$ cat config.mk
export PLATFORM = sky130hd
export DESIGN_NAME = ram_arbiter
export DESIGN_NICKNAME = d
export VERILOG_FILES = /design/src/rtl/ram_pkg.sv /design/src/rtl/rr_pick.sv /design/src/rtl/ram_arbiter.sv
export SDC_FILE = /design/constraint.sdc
export NUM_CORES = 1
export LEC_CHECK = 0
export BUFFER_PORTS_ARGS = -buffer_cell sky130_fd_sc_hd__buf_2
export CORE_MARGIN = 1.5
export CORE_UTILIZATION = 40
export CTS_CLUSTER_SIZE = 10
export DETAILED_ROUTE_END_ITERATION = 12
export PLACE_DENSITY = 0.89
export SETUP_SLACK_MARGIN = 0.05
export SLEW_MARGIN = 0
export SYNTH_ARGS = -nofsm -noshare
export SYNTH_HDL_FRONTEND = slang
export SYNTH_SLANG_ARGS = --single-unit
$ cat constraint.sdc
create_clock -name clk -period 2.6 [get_ports clk]
set_input_delay 0.13 -clock clk [delete_from_list [all_inputs] [get_ports clk]]
set_output_delay 0.13 -clock clk [all_outputs]
set_load 0.02 [all_outputs]
$ cat src/rtl/ram_pkg.sv
// Shared definitions for the RAM port arbiter and the MMIO decoder in front of it:
// default bus widths, arbiter state encoding and RAM operation codes.
package ram_pkg;

    localparam int ADDR_W_DEF  = 16;
    localparam int DATA_W_DEF  = 16;
    localparam int BURST_CNT_W = 8;

    localparam logic RAM_OP_READ  = 1'b0;
    localparam logic RAM_OP_WRITE = 1'b1;

    typedef enum logic [0:0] {
        ARB  = 1'b0,
        HOLD = 1'b1
    } arb_state_t;

    // Saturating increment so a long uncontended burst never wraps back to a small count.
    function automatic logic [BURST_CNT_W-1:0] sat_inc(input logic [BURST_CNT_W-1:0] v);
        logic [BURST_CNT_W-1:0] r;
        if (v == {BURST_CNT_W{1'b1}}) begin
            r = v;
        end else begin
            r = v + BURST_CNT_W'(1);
        end
        return r;
    endfunction

endpackage

$ cat src/rtl/rr_pick.sv
// Combinational round-robin picker: one-hot grant of the first set request found
// when scanning upward from the slot after `last`, wrapping around.
module rr_pick #(
    parameter int N_REQ = 2
) (
    input  logic [N_REQ-1:0]         req,
    input  logic [$clog2(N_REQ)-1:0] last,
    output logic [N_REQ-1:0]         grant
);

    localparam int IDX_W = $clog2(N_REQ);

    logic [IDX_W-1:0] idx_s;
    logic             found_s;

    // Scan N_REQ slots starting at last+1; only the first hit sets its grant bit.
    always_comb begin
        grant   = '0;
        found_s = 1'b0;
        idx_s   = '0;
        for (int k = 1; k <= N_REQ; k++) begin
            idx_s        = IDX_W'((int'(last) + k) % N_REQ);
            grant[idx_s] = grant[idx_s] | (~found_s & req[idx_s]);
            found_s      = found_s | req[idx_s];
        end
    end

endmodule

$ cat src/rtl/ram_arbiter.sv
// Round-robin arbiter sharing one RAM port among N_REQ requesters, with bounded
// burst locking and a registered one-cycle-later response.
module ram_arbiter
    import ram_pkg::*;
#(
    parameter int N_REQ     = 2,
    parameter int ADDR_W    = ADDR_W_DEF,
    parameter int DATA_W    = DATA_W_DEF,
    parameter int MAX_BURST = 8
) (
    input  logic                     clk,
    input  logic                     rst,
    input  logic [N_REQ-1:0]         req_valid,
    input  logic [N_REQ-1:0]         req_lock,
    input  logic [N_REQ-1:0]         req_op,
    input  logic [N_REQ*ADDR_W-1:0]  req_addr,
    input  logic [N_REQ*DATA_W-1:0]  req_write,
    output logic [N_REQ-1:0]         req_ready,
    output logic [N_REQ-1:0]         rsp_valid,
    output logic [DATA_W-1:0]        rsp_data,
    output logic [ADDR_W-1:0]        phy_ram_addr,
    output logic [DATA_W-1:0]        phy_ram_write,
    output logic                     phy_ram_op,
    input  logic [DATA_W-1:0]        phy_ram_read
);

    localparam int IDX_W = $clog2(N_REQ);
    localparam logic [BURST_CNT_W-1:0] BURST_LIMIT = BURST_CNT_W'(MAX_BURST);

    arb_state_t             state_r;
    arb_state_t             state_next_s;
    logic [IDX_W-1:0]       last_r;
    logic [IDX_W-1:0]       owner_r;
    logic [IDX_W-1:0]       grant_idx_s;
    logic [BURST_CNT_W-1:0] burst_cnt_r;
    logic [N_REQ-1:0]       rr_grant_s;
    logic [N_REQ-1:0]       owner_mask_s;
    logic [N_REQ-1:0]       grant_s;
    logic                   others_valid_s;
    logic                   hold_active_s;
    logic                   accept_s;
    logic                   grant_lock_s;
    logic                   grant_op_s;
    logic [N_REQ-1:0]       rsp_valid_r;
    logic [DATA_W-1:0]      rsp_data_r;

    rr_pick #(.N_REQ(N_REQ)) u_rr_pick (
        .req   (req_valid),
        .last  (last_r),
        .grant (rr_grant_s)
    );

    // The owner keeps the port unless it has used its burst budget while someone else waits.
    always_comb begin
        owner_mask_s   = N_REQ'(1) << owner_r;
        others_valid_s = |(req_valid & ~owner_mask_s);
        if (state_r == HOLD) begin
            hold_active_s = req_valid[owner_r] &&
                            !((burst_cnt_r >= BURST_LIMIT) && others_valid_s);
        end else begin
            hold_active_s = 1'b0;
        end
    end

    // State register.
    always_ff @(posedge clk or posedge rst) begin
        if (rst) begin
            state_r <= ARB;
        end else begin
            state_r <= state_next_s;
        end
    end

    // Next state: any accepted locked transfer lands in HOLD, including a re-arbitrated one out of HOLD.
    always_comb begin
        state_next_s = ARB;
        case (state_r)
            ARB:     state_next_s = (accept_s && grant_lock_s) ? HOLD : ARB;
            HOLD:    state_next_s = (accept_s && grant_lock_s) ? HOLD : ARB;
            default: state_next_s = ARB;
        endcase
    end

    // Grant selection and RAM port mux; reset forces the port idle immediately.
    always_comb begin
        if (rst) begin
            grant_s = '0;
        end else if (hold_active_s) begin
            grant_s = owner_mask_s;
        end else begin
            grant_s = rr_grant_s;
        end
        grant_idx_s = {IDX_W{1'b0}};
        for (int i = 0; i < N_REQ; i++) begin
            grant_idx_s = grant_idx_s | (grant_s[i] ? IDX_W'(i) : {IDX_W{1'b0}});
        end
        accept_s     = |grant_s;
        grant_lock_s = accept_s & req_lock[grant_idx_s];
        grant_op_s   = accept_s & req_op[grant_idx_s];
        req_ready    = grant_s;
        if (accept_s) begin
            phy_ram_addr  = req_addr[int'(grant_idx_s)*ADDR_W +: ADDR_W];
            phy_ram_write = req_write[int'(grant_idx_s)*DATA_W +: DATA_W];
            phy_ram_op    = grant_op_s;
        end else begin
            phy_ram_addr  = '0;
            phy_ram_write = '0;
            phy_ram_op    = 1'b0;
        end
    end

    // Round-robin pointer, lock owner and burst length; last always equals the owner while locked.
    always_ff @(posedge clk or posedge rst) begin
        if (rst) begin
            last_r      <= IDX_W'(N_REQ - 1);
            owner_r     <= {IDX_W{1'b0}};
            burst_cnt_r <= {BURST_CNT_W{1'b0}};
        end else if (accept_s) begin
            last_r <= grant_idx_s;
            if (!grant_lock_s) begin
                burst_cnt_r <= {BURST_CNT_W{1'b0}};
            end else if (hold_active_s) begin
                burst_cnt_r <= sat_inc(burst_cnt_r);
            end else begin
                owner_r     <= grant_idx_s;
                burst_cnt_r <= BURST_CNT_W'(1);
            end
        end else begin
            burst_cnt_r <= {BURST_CNT_W{1'b0}};
        end
    end

    // Response register: pulse for the accepted requester, data held between responses.
    always_ff @(posedge clk or posedge rst) begin
        if (rst) begin
            rsp_valid_r <= '0;
            rsp_data_r  <= '0;
        end else begin
            rsp_valid_r <= grant_s;
            if (accept_s) begin
                rsp_data_r <= (grant_op_s == RAM_OP_WRITE) ? {DATA_W{1'b0}} : phy_ram_read;
            end else begin
                rsp_data_r <= rsp_data_r;
            end
        end
    end

    assign rsp_valid = rsp_valid_r;
    assign rsp_data  = rsp_data_r;

endmodule
; Word-level counts from Yosys, hierarchy flattened
; Cells that the tools add are included.
[totals]
input_bits = 88
out_inout_bits = 53
elab_cells = 71
register_bits = 29
[classes]
add_sub_neg = 3
magnitude_cmp = 7
eq_ne = 2
n_mux = 31
shift = 3
bitwise = 10
reduce_logical = 9
[op_table]
columns = cell, count
row1 = indexed part select 32 x 6 -> 16 bit, 2
row2 = 2-to-1 mux 16 bit, 3
row3 = 2-to-1 mux 8 bit, 4
row4 = 2-to-1 mux 1 bit, 19
row5 = "adder 8 x 1 -> 8 bit, second input constant", 1
row6 = "equality test 8 bit, second input constant", 1
row7 = "greater-or-equal comparator 8 x 4 -> 1 bit, second input constant", 1
row8 = "< comparator 1 x 2 -> 1 bit, second input constant", 4
row9 = logical AND 1 bit, 5
row10 = bitwise AND 2 bit, 2
row11 = 2-to-1 mux 2 bit, 2
row12 = "inequality test 4 bit, second input constant", 1
row13 = OR reduction 2 bit, 2
row14 = bitwise AND 1 bit, 3
row15 = AND reduction 3 bit, 1
row16 = "adder 1 bit, second input constant", 2
row17 = bitwise mux 2 bit, 1
row18 = demux 1 bit (select 1 bit), 2
row19 = "greater-or-equal comparator 1 bit, second input constant", 2
row20 = inverter 1 bit, 2
row21 = inverter 2 bit, 1
row22 = OR 1 bit, 2
row23 = "<< shifter 1 x 1 -> 2 bit, first input constant", 1
row24 = logical NOT 1 bit, 1

; Longest topological paths before layout
; Gate-level depths: netlist of the first run.
[depth]
ltp_word = 18
depth_mapped = 7

; By module
; A second synthesis of the first run with hierarchy kept.
[hier_totals]
cells_unflattened = 217
area_unflattened_um2 = 1989.4
[modules_own_cells]
columns = module, area_each_um2, seq_area_each_um2, cells_per_inst, instances
row1 = ram_arbiter, 1970.6, 726.9, 214, 1
row2 = rr_pick, 18.8, 0.0, 3, 1

; Worst setup path after synthesis of the first run
; No wires, ideal clock.
[synth_path]
path_kind = input to output
startpoint = input rst
endpoint = output phy_ram_write[10]
n_path_buf = 1
required_time_ps = 2470
stages = 6
arrival_time_ps = 2012
slack_ps = 458
cell_sequence = inv_1 o311a_1 nand2_1 clkinv_1 clkbuf_1 a22o_1
[synth_rtl]
columns = item, line_no
row1 = from (decl), ram_arbiter.sv:12  ; input logic rst,
row2 = 2-to-1 mux 2 bit, ram_arbiter.sv:86  ; if (rst) begin
row3 = named net req_ready[0], ram_arbiter.sv:18  ; output logic [N_REQ-1:0] req_ready,
row4 = OR reduction 2 bit, ram_arbiter.sv:97  ; accept_s = |grant_s;
row5 = 2-to-1 mux 16 bit, ram_arbiter.sv:101  ; if (accept_s) begin
row6 = to (decl), ram_arbiter.sv:22  ; output logic [DATA_W-1:0] phy_ram_write,
; The timed path passes the listed nets, and every way through them passes these cells.

; Worst setup path after layout of the first run
[layout_path]
startpoint = register burst_cnt_r[4]
endpoint = output phy_ram_write[10]
[layout_between]
elab_chain_len = 10
[layout_lines]
columns = item, line_no
row1 = from (decl), ram_arbiter.sv:35  ; logic [BURST_CNT_W-1:0] burst_cnt_r;
row2 = from (signal assigned), ram_arbiter.sv:117  ; burst_cnt_r <= {BURST_CNT_W{1'b0}};
row3 = from (signal assigned), ram_arbiter.sv:121  ; burst_cnt_r <= {BURST_CNT_W{1'b0}};
row4 = from (signal assigned), ram_arbiter.sv:123  ; burst_cnt_r <= sat_inc(burst_cnt_r);
row5 = greater-or-equal comparator 8 x 4 -> 1 bit (*), ram_arbiter.sv:59  ; !((burst_cnt_r >= BURST_LIMIT) && others_valid_s);
row6 = logical AND 1 bit (*), ram_arbiter.sv:59
row7 = logical NOT 1 bit (*), ram_arbiter.sv:59
row8 = logical AND 1 bit (*), ram_arbiter.sv:58  ; hold_active_s = req_valid[owner_r] &&
row9 = 2-to-1 mux 1 bit (*), ram_arbiter.sv:57  ; if (state_r == HOLD) begin
row10 = 2-to-1 mux 2 bit (*), ram_arbiter.sv:88  ; end else if (hold_active_s) begin
row11 = 2-to-1 mux 2 bit (*), ram_arbiter.sv:86
row12 = 2-to-1 mux 1 bit, ram_arbiter.sv:95  ; grant_idx_s = grant_idx_s | (grant_s[i] ? IDX_W'(i) : {IDX_W{1'b0}});
row13 = indexed part select 32 x 6 -> 16 bit, ram_arbiter.sv:103  ; phy_ram_write = req_write[int'(grant_idx_s)*DATA_W +: DATA_W];
row14 = 2-to-1 mux 16 bit (*), ram_arbiter.sv:101
; Mark *: on every way between the ends. The rest lies on a longest branch, timed or not.

==> results.yml, run 1 <==
status:
  status: "finished clean"
detailed_routing:
  num_vias: 2015
  wl_mm: 5.334
  wl_per_cell_microns: 13.78
  final_antenna_net_count: 0
  drc_errors: 0
  drt-initial-drc-count: 165
  firstDrtPassIters: 4
  via_per_inst: 5.207
grt:
  grt_pass1_vias: 1890
  antenna_found_initial: 0
  grt_pass1_wl_mm: 8.590
  grt_max_degree: 36
  grt_overflow: 0
  track_usage_pct: 21.56
worst_hold_path:
  min_path_type: "in -> reg"
  hold_start: "phy_ram_read[2]"
  worstHoldPathCells: 3
  min_to: "rsp_data[2]"
setup_path:
  slowest_delay_ns: 0.46
  start_kind: "flop"
  slowest_stage: "dfrtp_1"
  worstSetupEndpointType: "output port"
  worst_r2r_path_depth: 5
  crit_path_cell_trace: "nor4_4 -> a22oi_2 -> o211ai_4 -> nand2_8 -> a22o_1 -> buf_2"
  cp.required_ns: 2.47
  cp-startpoint: "burst_cnt_r[4]"
  timing.rr.start: "burst_cnt_r[4]"
  r2r_slack_ns: 0.34
  worstPathMaxFanout: 35
  path_class: "reg -> out"
  reg2reg_to: "rsp_data[11]"
  cp_data_arrival_time_ns: 2.27
pwr:
  peakVddDrop_mv: 0.2126
  power.static_leakage_nw: 1.566
  power_density_nw_per_um2: 687.0
timing:
  slew_viol_final: 0
  worstMarginPinSlew_ns: 0.6038
  grt_setup_unrepaired: "false"
  skew_ns: 0.006278
  setup_ws_ns: 0.2040
  period_needed_ns: 2.396
  fmax_ghz: 0.4174
  fin_tns_setup_ns: 0
  holdWs_ns: 0.1020
  finalSetupViolCount: 0
  fin_crit_sh_pct: 92.16
  relSlewSlack_pct: 59.63
  hold_viol: 0
die:
  core_sq_um: 4354
  initial_utilization_pct: 41.78
  io_pins: 141
  die_w_microns: 70.44
  row_count: 24
  die-area_sq_um: 4962
  die_h_microns: 70.44
cts:
  clockBufferDepth: 2
  clk_latency_ns: 0.28
  cts_tree: "built"
  htree_num_levels: 2
  root_buffer: "clkbuf_8"
  cts_buffers: 5
  clkTransAtPathRegs_ns: 0.07
  cts.sinks: 29
logic_synthesis:
  syn_nets: 282
  yosysTopAreaCell: "dfrtp_1"
  synth_edf_count: 0
  ys_ff_latch: 29
  synth_area_sq_um: 1819
  syn_avg_cell_area_sq_um: 9.475
  synth.area.top_cells: "dfrtp_1 39%, a22o_1 16%, inv_1 7.8%"
  ys.flop_type: "dfrtp_1"
  synth_top_area_share_pct: 38.51
  synthArstFlopShare_pct: 100.0
  yosysSeqAreaShare_pct: 39.96
  synth.yosys.warnings: 0
  syn_inst: 192
  yosysUniqueCellTypes: 42
cells_and_area:
  regArea_sq_um: 726.9
  fin_util_pct: 62.47
  diodes: 0
  num-fill-cells: 352
  final_area_sq_um: 2720
  drive_above_1_share_pct: 48.96
  nets: 424
  multi_input_area_sq_um: 897.1
  areaGrowthSynthToFinish_pct: 49.52
place:
  placed_area_sq_um: 2557
  dpl.hpwl_mm: 4.045
  pre_cts_ws_ns: 0.3058
  port_buffers: 140
  place_congestion: 0.8233
job:
  maxCapViolations: 0
-- how the worst max path moves through the flow --
stage                             end  slack [ns]  depth (start not counted)
floorplan           phy_ram_write[10]        0.46                          6
global placement    phy_ram_write[10]        0.37                          6
detailed placement   phy_ram_addr[10]        0.31                          6
CTS                 phy_ram_write[10]        0.11                          7
global route         phy_ram_addr[10]        0.08                          6
finish              phy_ram_write[10]        0.20                          6
-- critical path: cells and delay by family (launching register included) --
family                 cells  cell delay (ns)
AOI/OAI and AO/OA          3             0.78
and+or+nand+nor            2             0.58
DFF                        1             0.46
buffers and inverters      1             0.16
-- layer usage --
layer  up-vias  global-route usage, %  share of wire (%)
met1       929                  27.23                 42
met5         -                      0                  0
met3         7                  6.205                7.3
met2        96                  35.64                 49
met4         0                  6.410                1.3
li1        983                      -                  -
-- registers in the layout, summed over array words and instances, names as in the netlist --
| register | count |
|---|---|
| rsp_data | 16 |
| state_r | 1 |
| rsp_valid | 2 |
| owner_r | 1 |
| burst_cnt_r | 8 |
| last_r | 1 |
-- cell families (layout without fill, tap and decap cells) --
| group | Yosys count | count (layout) | synth area share, % |
|---|---|---|---|
| AOI/OAI and AO/OA | 65 | 65 | 31.16 |
| buffers and inverters | 50 | 193 | 11.48 |
| and+or+nand+nor | 40 | 40 | 12.93 |
| DFF | 29 | 29 | 39.96 |
| xor gates and xnor gates | 3 | 3 | 1.445 |
| muxes | 3 | 3 | 1.651 |
| adders and majority gates | 2 | 2 | 1.375 |
-- layout make-up --
type                    count  area share [%]
inverters                  39           5.520
well taps                  52           2.392
clock inverters             2           1.380
multi-input cells         113           32.98
flip-flops and latches     29           26.72
repair buffers            146           27.97
clock buffers               6           3.036
-- per-stage QoR --
stage | std cells | total power, mW
floorplan | 192 | 1.112
global placement | 376 | 1.358
detailed placement | 376 | 1.380
CTS | 385 | 1.873
global route | 387 | 1.978
finish | 387 | 1.869
-- synth_stat cells, drive strengths merged (2+ instances only) --
cell / n
nand4: 2
a21boi: 2
buf: 7
nand2: 7
a21oi: 2
dfrtp: 28
mux2i: 3
nor4: 2
or2: 2
inv: 38
o21ai: 2
clkbuf: 4
nor2: 10
o32ai: 16
nor2b: 2
a21o: 2
and3: 3
a22o: 33
a211oi: 2
nand3b: 2
xor2: 2
and2: 2
ha: 2
nand3: 6
-- cells in the final DEF (no fill, tap or decap), types with 3 or more instances in the layout --
cell type,synthesis,final
a22o_1,33,33
and3_1,3,3
buf_2,4,140
buf_4,2,4
clkbuf_8,0,6
dfrtp_1,28,28
inv_1,38,38
mux2i_1,3,3
nand2_1,6,6
nand3_1,6,6
nor2_1,10,10
o32ai_1,16,16
-- where the power goes --
part           internal (mW)  leakage, nW  total [mW]  switching [mW]
Clock                  0.311       0.0574       0.483           0.172
Combinational          0.306         1.13       0.766           0.460
Sequential             0.554        0.377       0.619          0.0658
-- repair_timing --
action,in CTS,in global routing
gates resized for setup,1,2
setup buffers,0,2
setup endpoints to repair,32,31
hold endpoints to repair,28,0
hold buffers,1,0
Power figures use the tool's default switching activity.
==> run 2, diff against run 1 <==
CORE_UTILIZATION = 43   (was 40)
PLACE_DENSITY = 0.94   (was 0.89)
clock period = 2.76 ns   (was 2.6 ns; I/O delays follow)
==> run 2 against run 1 <==
Cell count fell by 1.6%. Total power fell by 11%. Setup slack improved by 0.084 ns. First-iteration DRC count decreased by 54%. Via count down 1.5%. Highest routed layer unchanged.
==> results.yml, run 2 (synthesized netlist as in run 1, its figures left out) <==
status:
  status: "finished clean"
detailed_routing:
  top_layer: "met4"
  drc_errors: 0
  drt-initial-drc-count: 76
  wl_per_cell_microns: 13.80
  firstDrtPassIters: 4
  final_antenna_net_count: 0
  met3_length_microns: 382
  num_vias: 1985
  wl_met2_mm: 2.454
  m1WireLength_mm: 2.392
  wl_mm: 5.257
  via_per_inst: 5.210
cts:
  clkTransAtPathRegs_ns: 0.07
  clockBufferDepth: 2
  root_buffer: "clkbuf_8"
  cts_tree: "built"
  cts_buffers: 5
  clk_latency_ns: 0.27
  htree_num_levels: 2
  cts.sinks: 29
grt:
  antenna_found_initial: 0
  track_usage_pct: 21.08
  grt_pass1_wl_mm: 7.383
  grt_overflow: 0
  grt_pass1_vias: 1746
  grt_max_degree: 36
timing:
  fmax_ghz: 0.4045
  skew_ns: 0.007284
  fin_crit_sh_pct: 89.57
  fin_tns_setup_ns: 0
  period_needed_ns: 2.472
  finalSetupViolCount: 0
  relSlewSlack_pct: 57.08
  worstMarginPinSlew_ns: 0.6419
  slew_viol_final: 0
  holdWs_ns: 0.004793
  hold_viol: 0
  grt_setup_unrepaired: "false"
die:
  die-area_sq_um: 4630
  io_pins: 141
  row_count: 23
  core_sq_um: 4029
  die_h_microns: 68.05
  die_w_microns: 68.05
  initial_utilization_pct: 45.16
place:
  place_congestion: 0.8278
  dpl.hpwl_mm: 4.048
  placed_area_sq_um: 2535
  port_buffers: 140
  dp.cells: 373
setup_path:
  path_class: "reg -> out"
  cp.required_ns: 2.62
  start_kind: "flop"
  slowest_stage: "dfrtp_1"
  slowest_delay_ns: 0.46
  cp_data_arrival_time_ns: 2.33
  crit_path_cell_trace: "nor4_4 -> mux2i_1 -> nand2_1 -> clkinv_2 -> a22o_1 -> buf_2"
  worstSetupEndpointType: "output port"
  worstPathMaxFanout: 35
pwr:
  power_density_nw_per_um2: 630.2
  power.static_leakage_nw: 1.544
  peakVddDrop_mv: 0.2462
cells_and_area:
  areaGrowthSynthToFinish_pct: 45.25
  final_area_sq_um: 2643
  largest_reg_flops: 16
  layout_commonest_cell: "buf_2"
  layout_common_cells: "140 x buf_2, 38 x inv_1, 33 x a22o_1, 28 x dfrtp_1, 16 x o32ai_1"
  diodes: 0
  num-fill-cells: 334
  nets: 420
  drive_above_1_share_pct: 48.64
  final_cell_count_no_fill: 381
job:
  maxCapViolations: 0
worst_hold_path:
  min_path_type: "in -> async"
run 2: cell count changes in the layout (fill, tap and decap cells not counted), sizes merged:
cell / delta
clkinvlp: -2
buf: -3
clkinv: +2
clkbuf: +1
dlygate4sd3: -1
bufinv: -1
run 2: final cells by class:
| class | count | area (sq um) | area share (%) |
|---|---|---|---|
| clock buffer | 7 | 96.34 | 3.646 |
| multi-input combinational | 113 | 888.4 | 33.62 |
| sequential | 29 | 726.9 | 27.51 |
| clock inverter | 1 | 5.005 | 0.1894 |
| inverter | 39 | 147.6 | 5.587 |
| tap | 50 | 62.56 | 2.367 |
| timing repair buffer | 142 | 715.7 | 27.08 |
run 2: report_power, final:
group / leakage, nW / internal, mW / total (mW) / switching [mW]
clock network: 0.0542 / 0.225 / 0.380 / 0.155
registers: 0.377 / 0.521 / 0.580 / 0.0580
logic: 1.11 / 0.277 / 0.706 / 0.429
total: 1.54 / 1.02 / 1.67 / 0.641
run 2: path summary, 6_finish.rpt:
path / slack, ns / from / cells after the start / to
worst max-delay path: 0.29 / burst_cnt_r[4] / 6 / phy_ram_addr[15]
worst min-delay path: 0.005 / rst / 3 / burst_cnt_r[5]
worst max register to register: 0.54 / burst_cnt_r[4] / 5 / rsp_data[2]
worst min register to register: 0.52 / rsp_data[9] / 2 / rsp_data[9]
max in group asynchronous: 2.44 / rst / 3 / last_r
min in group clk: 0.12 / phy_ram_read[13] / 3 / rsp_data[13]
run 2: what timing repair did:
item                       in CTS  in global routing
pin swaps                       0                  0
setup endpoints to repair      33                 32
gates resized for setup         1                  1
hold buffers                    0                  0
setup buffers                   0                  0
gates cloned                    0                  0
run 2: stage by stage:
stage	setup WS [ns]	power, mW	utilization, %
CTS	0.1090	1.674	65.47
floorplan	0.6017	1.048	-
global route	0.1632	1.765	65.59
global placement	0.2791	1.274	62.92
finish	0.2878	1.665	65.59
detailed placement	0.1602	1.293	62.92
run 2: metal layers:
layer  vias up  track usage, %
met2        78           33.37
li1        979               -
met1       923           28.54
met4         0           4.500
met5         -               0
met3         5           6.250
run 2: worst max-delay path: cells and delay by family (launching register included):
family,cells,cell delay (ns)
compound gates,1,0.36
mux,1,0.12
flops,1,0.46
buf+inv,2,0.57
simple gates,2,0.54
==> run 3, diff against run 2 <==
clock period = 3.1 ns   (was 2.76 ns; I/O delays follow)
==> run 3 against run 2 <==
Cell count did not move. Global-route usage rose by 1.1 points. Non-clock buffer count is the same. Die area stayed put. Combinational power down 11%. Sequential power is 11% lower. Count of clock-buffer cells in the layout decreased by 2. Wire length grew 0.99%. Critical endpoint unchanged. Largest power group unchanged. Highest routed layer unchanged.
==> results.yml, run 3 (synthesized netlist as in run 1, its figures left out) <==
cts:
  htree_num_levels: 2
  post-cts-setup-buffers: 0
  cts_tree: "built"
  cts_buffers: 5
  cts.sinks: 29
  root_buffer: "clkbuf_8"
  clockBufferDepth: 2
  clkTransAtPathRegs_ns: 0.06
  clk_latency_ns: 0.28
timing:
  relSlewSlack_pct: 49.68
  slew_viol_final: 0
  period_needed_ns: 2.700
  skew_ns: 0.008229
  fin_crit_sh_pct: 87.09
  fin_tns_setup_ns: 0
  finalSetupViolCount: 0
  fmax_ghz: 0.3704
  worstMarginPinSlew_ns: 0.7505
  hold_viol: 0
  grt_setup_unrepaired: "false"
  setup_ws_ns: 0.4001
grt:
  grt_pass1_wl_mm: 7.693
  track_usage_pct: 22.20
  grt_overflow: 0
  grt_max_degree: 36
  grt_pass1_vias: 1759
  antenna_found_initial: 0
pwr:
  power_density_nw_per_um2: 550.4
  power.static_leakage_nw: 1.526
  peakVddDrop_mv: 0.2987
place:
  place_congestion: 0.8299
  placed_area_sq_um: 2527
  pre_cts_ws_ns: 0.4500
  port_buffers: 140
  dpl.hpwl_mm: 4.140
status:
  status: "finished clean"
die:
  io_pins: 141
  die_h_microns: 68.05
  initial_utilization_pct: 45.16
  row_count: 23
  core_sq_um: 4029
  die_w_microns: 68.05
  die-area_sq_um: 4630
detailed_routing:
  wl_mm: 5.309
  via_per_inst: 5.310
  num_vias: 2023
  final_antenna_net_count: 0
  wl_per_cell_microns: 13.93
  firstDrtPassIters: 4
  drt-initial-drc-count: 115
  drc_errors: 0
cells_and_area:
  diodes: 0
  layout_common_cells: "140 x buf_2, 38 x inv_1, 33 x a22o_1, 28 x dfrtp_1, 16 x o32ai_1"
  drive_above_1_share_pct: 48.34
  fin_util_pct: 65.22
  multi_input_area_sq_um: 883.3
  largest_reg_flops: 16
  areaGrowthSynthToFinish_pct: 44.43
  final_area_sq_um: 2628
  nets: 420
  num-fill-cells: 344
  layout_commonest_cell: "buf_2"
  regArea_sq_um: 726.9
job:
  maxCapViolations: 0
setup_path:
  start_kind: "flop"
  path_class: "reg -> out"
  worstPathMaxFanout: 35
  cp_data_arrival_time_ns: 2.54
  worstSetupEndpointType: "output port"
  cp.required_ns: 2.94
worst_hold_path:
  min_path_type: "in -> reg"
==> run 3: cell count changes in the layout (fill, tap and decap cells not counted) <==
cell	delta
clkinvlp_4	+2
nand2_4	-1
nand2_2	+1
buf_4	-1
dlygate4sd3_1	+1
clkbuf_8	-2
==> run 3: path summary, 6_finish.rpt <==
check / from / endpoint / slack (ns) / cells after the start
worst min register to register: rsp_data[13] / rsp_data[13] / 0.53 / 2
worst max register to register: burst_cnt_r[4] / rsp_data[2] / 0.88 / 5
min in group asynchronous: rst / state_r / 0.53 / 4
max in group asynchronous: rst / last_r / 2.26 / 4
worst max-delay path: burst_cnt_r[4] / phy_ram_addr[15] / 0.40 / 6
worst min-delay path: phy_ram_read[12] / rsp_data[12] / 0.14 / 3
==> run 3: worst max-delay path, cell delays in order, from the launching register on <==
cell and delay, ns:
dfrtp_1 0.47, nor4_4 0.37, a22oi_2 0.17, o211ai_4 0.26
nand2_2 0.41, a22o_1 0.41, buf_2 0.17
==> run 3: metal layers <==
metal	global-route usage [%]	wire length (microns)	up-vias
met4	5.250	27	0
met1	28.96	2311	948
li1	-	-	970
met5	0	0	-
met3	7.237	441	5
met2	35.68	2528	100
==> run 3: per-stage QoR <==
| step | total power [mW] | instances | hold slack [ns] |
|---|---|---|---|
| after floorplan | 0.9330 | 192 | 0.2495 |
| after global placement | 1.134 | 372 | 0.2962 |
| after detailed placement | 1.156 | 372 | 0.2984 |
| after CTS | 1.455 | 381 | 0.1277 |
| after global routing | 1.539 | 381 | 0.1395 |
| final | 1.446 | 381 | 0.1374 |
==> run 3: final cells by class <==
cell class              count  area share (%)
well taps                  50           2.381
repair buffers            142           27.33
multi-input cells         113           33.62
clock inverters             3          0.6667
clock buffers               5           2.619
inverters                  39           5.714
flip-flops and latches     29           27.67
==> run 3: what timing repair did <==
action,in CTS,in global routing
setup endpoints to repair,0,30
hold endpoints to repair,22,0
gates resized for setup,0,1
hold buffers,1,0
==> run 3: report_power, final <==
| part | switching (mW) | total, mW | internal (mW) |
|---|---|---|---|
| Sequential | 0.0536 | 0.518 | 0.464 |
| Clock | 0.143 | 0.297 | 0.154 |
| Combinational | 0.385 | 0.631 | 0.246 |
